$ cat src/rtl/divider_pkg.sv
// Shared types for the restoring-division control slice.
// SCAN_TEST_EN adds the SCAN state used by the scan-chain sequencer.
package divider_pkg;

    localparam int DIV_WIDTH = 8;
    localparam int STATE_W   = 3;

    typedef enum logic [STATE_W-1:0] {
        S_IDLE  = 3'd0,
        S_LOAD  = 3'd1,
        S_CHECK = 3'd2,
        S_SHIFT = 3'd3,
        S_TRIAL = 3'd4,
        S_DONE  = 3'd5
`ifdef SCAN_TEST_EN
        ,
        S_SCAN  = 3'd6
`endif
    } state_t;

    typedef struct packed {
        logic load_a;
        logic load_b;
        logic load_m;
        logic load_result;
        logic enable_op1;
        logic enable_op2;
        logic enable_sub;
        logic enable_zero;
        logic increment;
        logic test;
    } ctrl_t;

    localparam int CTRL_W = $bits(ctrl_t);

endpackage

$ cat src/rtl/divider_ctrl_decode.sv
// State-to-control-word decode for the bitslice array.
// SCAN_TEST_EN enables the Test strobe decode for the SCAN state.
module divider_ctrl_decode
    import divider_pkg::*;
(
    input  logic [STATE_W-1:0] state_i,
    output logic [CTRL_W-1:0]  ctrl_o
);

    ctrl_t ctrl;

    always_comb begin
        ctrl = '0;
        case (state_t'(state_i))
            S_LOAD: begin
                ctrl.load_m      = 1'b1;
                ctrl.enable_op2  = 1'b1;
                ctrl.load_b      = 1'b1;
                ctrl.enable_op1  = 1'b1;
                ctrl.load_a      = 1'b1;
                ctrl.enable_zero = 1'b1;
            end
            S_SHIFT: begin
                ctrl.load_a = 1'b1;
                ctrl.load_b = 1'b1;
            end
            // load_result/increment mark eligibility; the top qualifies them with the MSB borrow
            S_TRIAL: begin
                ctrl.enable_sub  = 1'b1;
                ctrl.load_result = 1'b1;
                ctrl.increment   = 1'b1;
            end
`ifdef SCAN_TEST_EN
            S_SCAN: ctrl.test = 1'b1;
`endif
            default: ;
        endcase
    end

    assign ctrl_o = ctrl;

endmodule

$ cat src/rtl/divider_control.sv
// Control sequencer for the 8-slice restoring-division datapath.
// Define SCAN_TEST_EN to add the ScanReq port and the SCAN sequence.
module divider_control
    import divider_pkg::*;
#(
    parameter int WIDTH = DIV_WIDTH,
    parameter int CNT_W = $clog2(WIDTH + 1)
`ifdef SCAN_TEST_EN
    ,
    parameter int SCAN_LEN = 3 * WIDTH
`endif
) (
    input  logic clk_i,
    input  logic rst_i,
    input  logic start_i,
    output logic busy_o,
    output logic done_o,
    output logic div_by_zero_o,
    input  logic divisor_zero_i,
    input  logic nborrow_msb_i,
    output logic load_a_o,
    output logic load_b_o,
    output logic load_m_o,
    output logic load_result_o,
    output logic enable_op1_o,
    output logic enable_op2_o,
    output logic enable_sub_o,
    output logic enable_zero_o,
    output logic increment_o,
    output logic nborrow_lsb_o,
    output logic test_o
`ifdef SCAN_TEST_EN
    ,
    input  logic scan_req_i
`endif
);

`ifdef SCAN_TEST_EN
    localparam int SCAN_W = $clog2(SCAN_LEN + 1);
    localparam int CW     = (SCAN_W > CNT_W) ? SCAN_W : CNT_W;
    localparam logic [CW-1:0] SCAN_LAST = CW'(SCAN_LEN - 1);
`else
    localparam int CW = CNT_W;
`endif
    localparam logic [CW-1:0] ITER_LAST = CW'(WIDTH - 1);

    state_t          state_q;
    logic [CW-1:0]   count_q;
    logic            dbz_q;
    logic [CTRL_W-1:0] ctrl_bits;
    ctrl_t           ctrl;
    logic [STATE_W-1:0] state_bits;

    always_ff @(posedge clk_i or posedge rst_i) begin
        if (rst_i) begin
            state_q <= S_IDLE;
            count_q <= '0;
            dbz_q   <= 1'b0;
        end else begin
            case (state_q)
                S_IDLE: begin
`ifdef SCAN_TEST_EN
                    if (scan_req_i) begin
                        state_q <= S_SCAN;
                        count_q <= '0;
                    end else
`endif
                    if (start_i) begin
                        state_q <= S_LOAD;
                        dbz_q   <= 1'b0;
                    end
                end
                S_LOAD: begin
                    count_q <= '0;
                    state_q <= S_CHECK;
                end
                S_CHECK: begin
                    if (divisor_zero_i) begin
                        dbz_q   <= 1'b1;
                        state_q <= S_DONE;
                    end else begin
                        state_q <= S_SHIFT;
                    end
                end
                S_SHIFT: state_q <= S_TRIAL;
                S_TRIAL: begin
                    count_q <= count_q + 1'b1;
                    state_q <= (count_q == ITER_LAST) ? S_DONE : S_SHIFT;
                end
`ifdef SCAN_TEST_EN
                S_SCAN: begin
                    count_q <= count_q + 1'b1;
                    if (count_q == SCAN_LAST) state_q <= S_DONE;
                end
`endif
                S_DONE:  state_q <= S_IDLE;
                default: state_q <= S_IDLE;
            endcase
        end
    end

    assign state_bits = state_q;

    divider_ctrl_decode u_decode (
        .state_i (state_bits),
        .ctrl_o  (ctrl_bits)
    );

    assign ctrl = ctrl_t'(ctrl_bits);

    assign busy_o        = (state_q != S_IDLE);
    assign done_o        = (state_q == S_DONE);
    assign div_by_zero_o = dbz_q;
    assign load_a_o      = ctrl.load_a;
    assign load_b_o      = ctrl.load_b;
    assign load_m_o      = ctrl.load_m;
    assign load_result_o = ctrl.load_result & nborrow_msb_i;
    assign enable_op1_o  = ctrl.enable_op1;
    assign enable_op2_o  = ctrl.enable_op2;
    assign enable_sub_o  = ctrl.enable_sub;
    assign enable_zero_o = ctrl.enable_zero;
    assign increment_o   = ctrl.increment & nborrow_msb_i;
    assign nborrow_lsb_o = 1'b1;
    assign test_o        = ctrl.test;

endmodule

$ cat config.mk
export PLATFORM = sky130hd
export DESIGN_NAME = divider_control
export DESIGN_NICKNAME = d
export VERILOG_FILES = /design/src/rtl/divider_pkg.sv /design/src/rtl/divider_ctrl_decode.sv /design/src/rtl/divider_control.sv
export SDC_FILE = /design/constraint.sdc
export NUM_CORES = 1
export LEC_CHECK = 0
export CAP_MARGIN = 20
export CORE_AREA = 2 2 39 41
export DETAILED_ROUTE_END_ITERATION = 10
export DIE_AREA = 0 0 41 43
export PLACE_DENSITY = 0.69
export SLEW_MARGIN = 20
export SYNTH_ARGS = -nofsm -noshare
export SYNTH_HDL_FRONTEND = slang
export SYNTH_SLANG_ARGS = --single-unit
export TNS_END_PERCENT = 5
$ cat constraint.sdc
create_clock -name clk_i -period 2.2 [get_ports clk_i]
set_input_delay 0.44 -clock clk_i [delete_from_list [all_inputs] [get_ports clk_i]]
set_output_delay 0.44 -clock clk_i [all_outputs]
set_load 0.03 [all_outputs]
Word level (Yosys, flattened, before mapping)
Index checks and enable logic that the tools add are counted.
{"block": "word_totals", "output_inout_bits": 14, "ff_bits": 8, "wordCells": 31, "mem_bits_rw": 0, "rom_bits": 0, "mem_count": 0, "latchBits": 0, "inputBits": 5}
{"block": "op_classes", "n_div": 0, "bitwise_logic": 1, "mux": 12, "eq_ne": 8, "addsub": 1, "reduce_logical": 6, "n_shift": 0, "n_lt_le_gt_ge": 0, "mul": 0}
{"op": "$pmux W3 S5", "count": 1}
{"op": "$mux W3", "count": 3}
{"op": "$pmux W4 S2", "count": 1}
{"op": "$eq A3 B2 Y1 const B", "count": 2}
{"op": "$eq A3 B3 Y1 const B", "count": 2}
{"op": "$add A4 B1 Y4 const B", "count": 1}
{"op": "$eq A4 B3 Y1 const B", "count": 1}
{"op": "$mux W1", "count": 4}
{"op": "$mux W2", "count": 2}
{"op": "$ne A2 B2 Y1 const B", "count": 2}
{"op": "$reduce_bool A2 Y1", "count": 2}
{"op": "$eq A3 B1 Y1 const B", "count": 1}
{"op": "$logic_not A3 Y1", "count": 1}
{"op": "$reduce_and A3 Y1", "count": 1}
{"op": "$reduce_bool A3 Y1", "count": 1}
{"op": "$pmux W1 S2", "count": 1}
{"op": "$reduce_or A2 Y1", "count": 1}
{"op": "$and A1 B1 Y1", "count": 1}

Depth between registers and ports, before layout
Gate-level depths: netlist (run 1).
{"block": "logic_depth", "ltp_word": 3, "mapped_depth": 6, "ltp_nobuf": 4}

Hierarchy
From an unflattened synthesis (run 1), not the netlist that was laid out.
{"block": "hier_totals", "hier_cells": 64, "hier_area_um2": 578.1}
{"mod": "divider_control", "n_inst": 1, "seq_area_each_um2": 200.2, "cells_per_inst": 53, "area_per_inst_um2": 490.5}
{"mod": "divider_ctrl_decode", "n_inst": 1, "seq_area_each_um2": 0.0, "cells_per_inst": 11, "area_per_inst_um2": 87.6}

Worst setup path after synthesis (run 1)
No wires, ideal clock.
{"block": "synth_path", "path_type": "register -> output", "start": "reg state_q[0], in the netlist state_bits[0]", "end": "out load_result_o", "n_path_buf": 3, "required_ps": 1760, "stages_incl_launch_ff": 7, "path_slack_ps": 159, "t_arrival_ps": 1601, "cell_sequence": "dfrtp_1 -> buf_6 -> or3b_1 -> buf_6 -> clkinv_8 -> and2_1 -> buf_4"}
{"block": "synth_between", "elab_chain_cells": 3}
{"item": "start: declaration", "line_no": "divider_control.sv:47", "text": "state_t state_q;"}
{"item": "start signal: assignment", "line_no": "divider_control.sv:88", "text": "state_q <= (count_q == ITER_LAST) ? S_DONE : S_SHIFT;"}
{"item": "$eq A3 B3 Y1"}
{"item": "$mux W1"}
{"item": "via enable_sub_o", "line_no": "divider_control.sv:27", "text": "output logic enable_sub_o,"}
{"item": "$and A1 B1 Y1", "line_no": "divider_control.sv:117", "text": "assign load_result_o = ctrl.load_result & nborrow_msb_i;"}
{"item": "end: declaration", "line_no": "divider_control.sv:24", "text": "output logic load_result_o,"}
The timed path passes the listed nets, and every way through them passes these cells.

Worst setup path after layout (run 1)
{"block": "layout_path", "start": "reg state_q[1], in the netlist state_bits[1]", "end": "out done_o"}
{"block": "layout_between", "elab_chain_cells": 1}
{"item": "$eq A3 B3 Y1", "line_no": "divider_control.sv:112", "text": "assign done_o = (state_q == S_DONE);"}
{"item": "end: declaration", "line_no": "divider_control.sv:17", "text": "output logic done_o,"}
Every way passes these cells.

==> reports/qor.yml, run 1 <==
placed_design:
  hpwlAfterDp_um: 696
  io_buffers: 16
  gp_congestion: 0.677
synth:
  synthArstFlopShare_pct: 100
  synth_top_family_by_area: "simple AND/OR/NAND/NOR gates"
  synth_compound_area_share_pct: 12.0
  yosys_warnings: 0
  syn_nets: 59
  synthCells: 53
  synth_xor_area_share_pct: 1.67
  muxShareOfSynthArea_pct: 2.15
  synth-edff-count: 0
  synth_flop_cell: "dfrtp_1"
  synth_cell_type_count: 30
  syn_avg_cell_area_sq_um: 9.87
  ys_ff_latch: 8
  syn_area_sq_um: 523
  yosys.area_share.simple_pct: 21.8
  seq_area_frac_synth_pct: 38.3
  synthAdderAreaFrac_pct: 2.39
critical_path:
  cp-startpoint: "state_bits[1]$_DFFE_PP0P_"
  crit_fanout: 6
  crit_family: "buffers and inverters"
  arrival_ps: 1660
  cp-start-kind: "flip-flop"
  path_cells: "inv_1 -> and3_1 -> clkdlybuf4s50_1"
  r2r-start: "state_bits[2]$_DFFE_PP0P_"
  critical_path_buf_inv_count: 2
  cpPeakStageDelay_ps: 660
  crit_type: "reg2out"
  r2r_cells: 5
  slowest_stage: "clkdlybuf4s50_1"
  worst_r2r_endpoint: "count_q[2]$_DFFE_PP0P_"
  regToRegSetupSlack_ps: 690
  crit_required_ps: 1760
  endpoint_kind: "primary output"
sta:
  period_needed_ps: 2100
  rsz0062_at_grt: "false"
  fin_tns_setup_ps: 0
  slew_violations: 0
  setup_violations: 0
  max_freq_ghz: 0.477
  finalHoldViolCount: 0
  post-route-period-util_pct: 95.4
  finalClockSkew_ps: 0.448
route:
  met2WireLength_um: 415
  top_layer: "met4"
  wl_per_cell_um: 11.2
  routed_via_density: 4.94
  wl_met1_um: 420
  drtIter0Drc: 4
  wl_um: 881
  route.vias.total: 390
  wl_met3_um: 31
  ant_nets: 0
  drc: 0
  first_pass_iters: 3
layout:
  final_common_cell: "clkdlybuf4s50_1"
  final_cell_mix: "clkdlybuf4s50_1 (9), dfrtp_1 (8), dlygate4sd2_1 (4), buf_4 (4)"
  num-nets-final: 71
  diodes: 0
  fin_util_pct: 46.3
  drive_above_1_share_pct: 19.0
  area_delta_synth_final_pct: 22.5
worst_hold_path:
  hold_path.class: "in2async"
clocking:
  clkTransAtPathRegs_ps: 50
  h-tree-depth: 1
  cts_buffers: 3
  cts_sinks: 8
  root_buffer: "clkbuf_4"
  clockBufferDepth: 2
  insertion_delay_ps: 250
  cts_tree: "yes"
  cts_setup_buffers: 0
global_routing:
  grt_usage_pct: 11.7
  grt_start_max_net_pins: 10
  grt_pass1_vias: 332
  grt_pass1_wl_um: 1320
  antenna_found_initial: 0
  overflow: 0
floorplanning:
  die_h_um: 43
  floorplan.initialDensity_pct: 37.8
  die_w_um: 41
  core_area_sq_um: 1380
  ios: 19
  die_area_sq_um: 1760
  rows: 14
power:
  ir_drop_uv: 527
  leakage_nw: 0.312
  power.density_nw_per_um2: 1510
job:
  drv_cap: 0
run_status:
  status: "complete, no violations"
-- worst register-to-register path, stage by stage, from the launching register on --
cell	delay, ps
dfrtp_1	360
buf_4	160
or3b_4	450
clkinv_8	80
nor2_2	50
a211o_1	300
-- per-layer routing --
metal	track usage [%]	vias up
li1	-	194
met4	10.0	0
met5	0	-
met1	14.2	185
met3	3.14	2
met2	16.3	9
-- cell usage after synthesis (2+ instances only) --
cell / instances / area [sq um]
a21oi_1: 2 / 10.0
nand2_1: 3 / 11.3
buf_4: 8 / 60.1
dfrtp_1: 8 / 200
buf_6: 2 / 22.5
conb_1: 2 / 7.51
nor2_1: 2 / 7.51
nor3b_1: 3 / 22.5
inv_1: 2 / 7.51
-- worst max path at each step --
stage	endpoint	slack, ps	cells past startpoint
after floorplan	load_result_o	160	6
after global placement	enable_op2_o	240	2
after detailed placement	enable_op2_o	180	2
after CTS	increment_o	40	5
after global routing	done_o	50	3
final	done_o	100	3
-- through the flow --
step	total power (W)	instance area [sq um]	cells	setup slack (ps)	hold slack (ps)
floorplan	0.000744	523	53	159	256
global placement	0.000874	621	76	239	500
detailed placement	0.000885	621	76	177	506
CTS	0.000972	638	79	43.1	440
global route	0.00102	641	79	49.4	476
finish	0.000965	641	79	102	435
-- registers in the layout, indices dropped and copies added (netlist names) --
name           flops
state_bits         3
div_by_zero_o      1
count_q            4
-- cells by family (layout without fill, tap and decap cells) --
logic type / count (synthesis) / in the layout
simple gates: 18 / 18
buf+inv: 13 / 23
compound gates: 9 / 9
flops: 8 / 8
other cells: 2 / 2
fa+ha+maj: 1 / 1
xor+xnor: 1 / 1
mux: 1 / 1
-- layout make-up --
class                           count  area (sq um)
Sequential cell                     8           200
Fill cell                         142           743
Multi-Input combinational cell     32           219
Inverter                            3          23.8
Clock buffer                        3          22.5
Tap cell                           16          20.0
Timing Repair Buffer               17           155
-- timing repair --
action | CTS | global route
pin swaps | 0 | 0
hold endpoints to repair | 0 | 0
setup endpoints to repair | 4 | 2
gates resized for setup | 4 | 1
hold buffers | 0 | 0
-- where the power goes --
| group | switching, W | internal [W] |
|---|---|---|
| Sequential | 0.0000548 | 0.000195 |
| Clock | 0.0000489 | 0.0000624 |
| Combinational | 0.000364 | 0.000240 |
| Total | 0.000467 | 0.000497 |
No activity file was read; power rests on OpenSTA's default activity.
==> inputs of run 2 (changes only) <==
--- a/config.mk
+++ b/config.mk
@@ -6,10 +6,12 @@
 export NUM_CORES = 1
 export LEC_CHECK = 0
 export CAP_MARGIN = 20
-export CORE_AREA = 2 2 39 41
+export CELL_PAD_IN_SITES_DETAIL_PLACEMENT = 0
+export CELL_PAD_IN_SITES_GLOBAL_PLACEMENT = 2
+export CORE_UTILIZATION = 24
 export DETAILED_ROUTE_END_ITERATION = 10
-export DIE_AREA = 0 0 41 43
-export PLACE_DENSITY = 0.69
+export HOLD_SLACK_MARGIN = 0.08
+export PLACE_DENSITY = 0.71
 export SLEW_MARGIN = 20
 export SYNTH_ARGS = -nofsm -noshare
 export SYNTH_HDL_FRONTEND = slang
==> reports/qor.yml, run 2 (same netlist as run 1, synthesis figures left out) <==
global_routing:
  antenna_found_initial: 0  # unchanged
  grt_pass1_vias: 320  # was 332
  grt_start_max_net_pins: 10  # unchanged
  grt_usage_pct: 8.20  # was 11.7%
  grt_pass1_wl_um: 1410  # was 1320 um
  overflow: 0  # unchanged
floorplanning:
  die_area_sq_um: 2370  # was 1760 sq um
  core_area_sq_um: 2000  # was 1380 sq um
  die_w_um: 48.7  # was 41 um
  floorplan.initialDensity_pct: 26.1  # was 37.8%
  rows: 16  # was 14
  ios: 19  # unchanged
  die_h_um: 48.7  # was 43 um
sta:
  max_freq_ghz: 0.481  # was 0.477 GHz
  post-route-period-util_pct: 94.5  # was 95.4%
  finalClockSkew_ps: 7.31  # was 0.448 ps
  period_needed_ps: 2080  # was 2100 ps
  fin_tns_setup_ps: 0  # unchanged
  finalHoldViolCount: 0  # unchanged
  rsz0062_at_grt: "false"  # unchanged
  setup_violations: 0  # unchanged
  slew_violations: 0  # unchanged
layout:
  num-nets-final: 71  # unchanged
  fin_cells: 90  # was 79
  diodes: 0  # unchanged
  largest_reg_flops: 4  # unchanged
  final_cell_mix: "dfrtp_1 (8), clkdlybuf4s50_1 (8), dlygate4sd2_1 (4), buf_4 (4)"  # was clkdlybuf4s50_1 (9), dfrtp_1 (8), dlygate4sd2_1 (4), buf_4 (4)
  area_delta_synth_final_pct: 25.6  # was 22.5%
  drive_above_1_share_pct: 19.0  # unchanged
  largest-register: "count_q"  # unchanged
power:
  leakage_nw: 0.330  # was 0.312 nW
  ir_drop_uv: 493  # was 527 uV
  power.density_nw_per_um2: 1460  # was 1510 nW/um^2
critical_path:
  critical_path_buf_inv_count: 2  # unchanged
  crit_type: "reg2out"  # unchanged
  endpoint_kind: "primary output"  # unchanged
  arrival_ps: 1640  # was 1660 ps
  path_cells: "buf_4 -> nor2_1 -> nand2_1 -> clkdlybuf4s50_1"  # was inv_1 -> and3_1 -> clkdlybuf4s50_1
  crit_fanout: 8  # was 6
  slowest_stage: "clkdlybuf4s50_1"  # unchanged
  cp-start-kind: "flip-flop"  # unchanged
  cpPeakStageDelay_ps: 590  # was 660 ps
  crit_family: "buffers and inverters"  # unchanged
  crit_required_ps: 1760  # about the same
clocking:
  postCtsHoldBufs: 0  # unchanged
  h-tree-depth: 1  # unchanged
  clockBufferDepth: 2  # unchanged
  cts_sinks: 8  # unchanged
  cts_tree: "yes"  # unchanged
  insertion_delay_ps: 260  # was 250 ps
  cts_buffers: 3  # unchanged
  clkTransAtPathRegs_ps: 60  # was 50 ps
  root_buffer: "clkbuf_4"  # unchanged
  cts_setup_buffers: 0  # unchanged
route:
  wl_per_cell_um: 9.69  # was 11.2 um
  wl_met3_um: 18  # was 31 um
  met2WireLength_um: 424  # was 415 um
  first_pass_iters: 4  # was 3
  top_layer: "met4"  # unchanged
  wl_met1_um: 410  # was 420 um
  route.vias.total: 377  # was 390
  ant_nets: 0  # unchanged
  wl_um: 872  # was 881 um
  drtIter0Drc: 8  # was 4
  drc: 0  # unchanged
  routed_via_density: 4.19  # was 4.94
placed_design:
  placed_cells: 87  # was 76
  io_buffers: 16  # unchanged
  gp_congestion: 0.721  # was 0.677
  hpwlAfterDp_um: 680  # was 696 um
job:
  drv_cap: 0  # unchanged
worst_hold_path:
  hold_path.class: "in2async"  # unchanged
run_status:
  status: "complete, no violations"  # unchanged
run 2: per-layer routing:
metal	global-route usage, %	vias up
met5	0	-
met4	10.3	0
met2	11.3	8
met1	9.86	177
met3	0.943	2
li1	-	190
run 2: final timing paths:
path / slack [ps] / start / endpoint / depth (start not counted)
setup / recovery: 120 / state_bits[2]$_DFFE_PP0P_ / busy_o / 4
hold / removal: 420 / rst_i / div_by_zero_o$_DFFE_PP0P_ / 2
setup reg to reg: 690 / state_bits[2]$_DFFE_PP0P_ / count_q[2]$_DFFE_PP0P_ / 5
hold reg to reg: 520 / div_by_zero_o$_DFFE_PP0P_ / div_by_zero_o$_DFFE_PP0P_ / 1
max in group asynchronous: 1540 / rst_i / count_q[2]$_DFFE_PP0P_ / 2
min in group clk_i: 520 / div_by_zero_o$_DFFE_PP0P_ / div_by_zero_o$_DFFE_PP0P_ / 1
run 2: cell type report:
type	count	area, sq um
inverters	3	23.8
clock buffers	3	22.5
multi-input cells	32	219
flip-flops and latches	8	200
repair buffers	17	158
fillers	216	1350
well taps	27	33.8
run 2: stage by stage:
stage               hold WS (ps)  total power, W  util [%]  setup WS, ps  cell area (sq um)
floorplan                    256        0.000744         -           159                523
global placement             506        0.000885      31.7           229                634
detailed placement           510        0.000880      31.7           177                634
CTS                          423        0.000970      32.6          31.8                652
global route                 473         0.00103      32.8          24.7                657
finish                       420        0.000962      32.8           121                657
run 2: repair_timing:
| action | CTS | global route |
|---|---|---|
| resized for setup | 4 | 2 |
| setup endpoints to repair | 4 | 3 |
| pin swaps | 0 | 0 |
run 2: where the power goes:
group	internal, W	switching, W	leakage [nW]	total, W
clock	0.0000626	0.0000523	0.0138	0.000115
sequential	0.000195	0.0000536	0.104	0.000248
combinational	0.000239	0.000360	0.212	0.000599
total	0.000496	0.000466	0.330	0.000962
